$ cat src/rtl/priority_encoder_pkg.sv
// Shared widths and index type for the 8-to-3 priority encoder.
package priority_encoder_pkg;

    localparam int IN_W  = 8;
    localparam int OUT_W = 3;

    typedef logic [OUT_W-1:0] idx_t;

endpackage

$ cat src/rtl/priority_encoder_8x3_if.sv
// Request/result bundle between a requester (master) and the encoder (slave).
interface priority_encoder_8x3_if
    import priority_encoder_pkg::*;
();

    logic [IN_W-1:0] I;
    idx_t            F;
    logic            valid;

    modport master (output I, input  F, input  valid);
    modport slave  (input  I, output F, output valid);

endinterface

$ cat src/rtl/priority_encoder_8x3_core.sv
// Combinational top-down priority scan: index of the highest set request bit.
module priority_encoder_8x3_core
    import priority_encoder_pkg::*;
(
    input  logic [IN_W-1:0] I,
    output idx_t            F,
    output logic            valid
);

    // NOTE: every output gets a default before the scan so no path can infer a latch.
    always_comb begin
        F     = '0;
        valid = 1'b0;
        // Once a hit is recorded, lower bits are masked by !valid, so X/Z below
        // the leading one never reaches F or valid.
        for (int k = IN_W - 1; k >= 0; k--) begin
            if (!valid && I[k]) begin
                F     = idx_t'(k);
                valid = 1'b1;
            end
        end
    end

endmodule

$ cat src/rtl/priority_encoder_8x3.sv
// Top: priority core plus an optional one-cycle output register selected by OUT_REG.
module priority_encoder_8x3
    import priority_encoder_pkg::*;
#(
    parameter bit OUT_REG = 1'b1
)(
    input  logic                   clk,
    input  logic                   rst_n,
    priority_encoder_8x3_if.slave  bus
);

    idx_t w_f;
    logic w_valid;

    priority_encoder_8x3_core u_core (
        .I     (bus.I),
        .F     (w_f),
        .valid (w_valid)
    );

    generate
        if (OUT_REG) begin : g_reg
            idx_t r_f;
            logic r_valid;

            // NOTE: sequential state uses non-blocking assignments so all flops update together.
            always_ff @(posedge clk or negedge rst_n) begin
                if (!rst_n) begin
                    r_f     <= '0;
                    r_valid <= 1'b0;
                end else begin
                    r_f     <= w_f;
                    r_valid <= w_valid;
                end
            end

            assign bus.F     = r_f;
            assign bus.valid = r_valid;
        end else begin : g_comb
            assign bus.F     = w_f;
            assign bus.valid = w_valid;
        end
    endgenerate

endmodule

$ cat src/flat_wrapper.sv
// flat-port wrapper written by rule: the top's interface ports become plain ports
module priority_encoder_8x3_flat import priority_encoder_pkg::*;
#(
    parameter bit OUT_REG = 1'b1
)
  (clk, rst_n, bus_I, bus_F, bus_valid);
  priority_encoder_8x3_if bus_i ();
  input  logic clk;
  input  logic rst_n;
  input wire logic [$bits(bus_i.I)-1:0] bus_I;
  output wire logic [$bits(bus_i.F)-1:0] bus_F;
  output wire logic [$bits(bus_i.valid)-1:0] bus_valid;
  assign bus_i.I = bus_I;
  assign bus_F = bus_i.F;
  assign bus_valid = bus_i.valid;
  priority_encoder_8x3 #(.OUT_REG(OUT_REG)) u_core (.clk(clk), .rst_n(rst_n), .bus(bus_i));
endmodule
$ cat config.mk
export PLATFORM = sky130hd
export DESIGN_NAME = priority_encoder_8x3_flat
export DESIGN_NICKNAME = d
export VERILOG_FILES = /design/src/rtl/priority_encoder_pkg.sv /design/src/rtl/priority_encoder_8x3_if.sv /design/src/rtl/priority_encoder_8x3_core.sv /design/src/rtl/priority_encoder_8x3.sv /design/src/flat_wrapper.sv
export SDC_FILE = /design/constraint.sdc
export NUM_CORES = 1
export LEC_CHECK = 0
export BUFFER_PORTS_ARGS = -buffer_cell sky130_fd_sc_hd__buf_4
export CAP_MARGIN = 20
export CORE_AREA = 2 2 39 41
export DETAILED_ROUTE_END_ITERATION = 10
export DIE_AREA = 0 0 41 43
export PLACE_DENSITY = 0.32
export SETUP_SLACK_MARGIN = 0.2
export SYNTH_ARGS = -nofsm -noshare
export SYNTH_HDL_FRONTEND = slang
export SYNTH_SLANG_ARGS = --single-unit
export TNS_END_PERCENT = 1
$ cat constraint.sdc
create_clock -name clk -period 0.8 [get_ports clk]
set_clock_uncertainty 0.05 [all_clocks]
set_input_delay 0.16 -clock clk [delete_from_list [all_inputs] [get_ports clk]]
set_output_delay 0.16 -clock clk [all_outputs]
set_load 0.01 [all_outputs]
==> run summary <==
FF+latch count, synth -> 4
Area growth syn-to-layout -> 117%
Initial drt markers -> 1
Register area -> 100 um2
Vias/cell -> 3.52
Fin. Hold Viols -> 0
CP endpoint kind -> flop
ANT cells -> 0
Nature of the critical path startpoint -> primary input
Final setup TNS -> -869 ps
Pins Over Slew Limit -> 0
Failing checks -> setup timing
Fraction of layout cells with a size suffix above 1 -> 61.8%
Core area -> 0.00138 mm2
Post-synth cell types -> 10
Vias -> 176
FP Rows -> 14
Placer congestion estimate -> 0.665
Placed cell area -> 299 um2
Cts bufs inserted -> 3
Port Buffers -> 13
Detailed Routing Iterations Pass 1 -> 2
Gate count of the mapped netlist -> 15
Yosys top cell by area -> dfrtp_1
Total gr overflow -> 0
Die W -> 41 um
Sequential element share of the synthesized area -> 60.2%
Hold/Removal Path Class -> primary input to flop
FMAX -> 1040 MHz
Worst hold stages -> 3
Fillers -> 156
Critical Path Slowest Stage Cell -> or4_4
Clock Tree Buf Depth -> 2
Outcome -> finished with violations
Post-Synthesis Net Count -> 25
Largest net degree at the start of global routing -> 5
WL/cell -> 8.34 um
Final Hold Slack -> 77.6 ps
Crit path largest cell delay -> 550 ps
Clock slew at reported path FFs -> 30 ps
Period utilization -> 120%
Slew HR -> 90.6%
Req. time, crit path -> 920 ps
Total power -> 0.552 mW
TritonCTS clock tree -> yes
Netlist area before placement -> 166 um2
First-pass GRT wire length -> 676 um
Die Footprint -> 0.00176 mm2
Post-DRT Antenna Nets -> 0
Min Tclk post-route -> 962 ps
WP data arrival -> 1080 ps
Critical path class -> primary input to flop
RSZ-0062 raised after global routing -> true
CP Cell Sequence -> buf_6, or4_4, nor3_4, a211o_2
Initial Utilization -> 12.0%
P_leak -> 0.164 nW
Maximum vdd ir drop -> 0.000375 V
Dominant cells by area after synthesis -> dfrtp_1 (60%), nor2_1 (6.8%), or4_4 (6.8%)
Die height -> 43 um
Critical-path maximum fanout -> 3
Io pins -> 14
Number of synthesis warnings -> 0
H-tree levels -> 1
Pwr dens -> 1530 mW/mm2
Final WL -> 417 um
Syn avg cell area -> 11.1 um2
Detailed-route DRC error count -> 0
CTS sink cnt -> 4
Design Area, Final -> 360 um2
Area of the multi-input gates -> 68.8 um2
Setup bufs post-CTS -> 0
CTS Root Cell -> clkbuf_4
Initial antenna violation count -> 0
Total GRT Usage -> 6.46%
Min-delay src -> bus_I[0]
Post-Place Worst Slack -> -428 ps
Max cap viols -> 0
Vias in the first global route -> 180
Hold path endpoint -> u_core.bus.valid
Post-route setup slack -> -162 ps
Synth top area share -> 60.2%
Endpoints failing setup -> 7
Final net count -> 46
Measured slew at the worst slew-check pin -> 140 ps
[metal layers]
layer | global-route usage [%] | up-vias | routed length (um)
li1 | - | 90 | -
met1 | 7.19 | 72 | 164
met2 | 7.50 | 14 | 191
met3 | 3.14 | 0 | 61
met4 | 8.00 | 0 | 0
met5 | 0 | - | 0
[cell usage in the layout, fill, tap and decap left out, drive strengths merged]
| cell | netlist | layout |
|---|---|---|
| a211o | 1 | 1 |
| a21oi | 1 | 1 |
| buf | 0 | 15 |
| clkbuf | 0 | 3 |
| dfrtp | 4 | 4 |
| dlygate4sd3 | 0 | 1 |
| inv | 1 | 1 |
| nand2 | 1 | 1 |
| nand2b | 1 | 1 |
| nor2 | 3 | 3 |
| nor3 | 1 | 1 |
| o21ai | 1 | 1 |
| or4 | 1 | 1 |
[state kept, by name (all words and copies together), names as in the netlist]
name and cells:
u_core.bus.F 3, u_core.bus.valid 1
[stage by stage]
step / instances / utilization, %
5_1_grt: 50 / 26.0
6_report: 50 / 26.0
3_5_place_dp: 46 / 21.6
2_1_floorplan: 15 / -
4_1_cts: 50 / 26.0
3_3_place_gp: 46 / 21.6
[cell usage after synthesis, drive strengths merged]
master / n
dfrtp: 4
nor2: 3
a211o: 1
a21oi: 1
inv: 1
nand2: 1
nand2b: 1
nor3: 1
o21ai: 1
or4: 1
[worst max-delay path, delay by kind of cell]
| kind | cells | cell delay (ps) |
|---|---|---|
| AOI/OAI and AO/OA | 1 | 140 |
| and+or+nand+nor | 2 | 680 |
| buffers and inverters | 1 | 90 |
[how the worst max path moves through the flow]
stage,start,endpoint,slack (ps),depth (start not counted)
floorplan,bus_I[4],u_core.bus.F[0],-270,3
global placement,bus_I[4],u_core.bus.F[0],-410,4
detailed placement,bus_I[4],u_core.bus.F[0],-430,4
CTS,bus_I[4],u_core.bus.F[0],-160,4
global route,bus_I[4],u_core.bus.valid,-200,4
finish,bus_I[4],u_core.bus.F[0],-160,4
[cells by family after synthesis]
group | after synthesis | share of synthesized area [%]
buffers and inverters | 1 | 2.25
and+or+nand+nor | 7 | 25.6
AOI/OAI and AO/OA | 3 | 12.0
DFF | 4 | 60.2
[repair_timing]
action                                  in CTS  in global routing
hold endpoints to repair                     4                  0
gates resized for setup                      7                  0
endpoints found under the setup margin       8                  8
hold buffers                                 1                  0
[final cells by class]
| type | count | area share, % |
|---|---|---|
| Clock buffer | 3 | 6.25 |
| Inverter | 1 | 1.04 |
| Tap cell | 16 | 5.56 |
| Timing Repair Buffer | 16 | 40.3 |
| Multi-Input combinational cell | 10 | 19.1 |
| Sequential cell | 4 | 27.8 |
[report_power, final]
group          switching (mW)  internal, mW
Combinational          0.0340        0.0643
Sequential            0.00331         0.211
Clock                  0.0716         0.167
Total                   0.109         0.443
No activity file was read; power rests on OpenSTA's default activity.
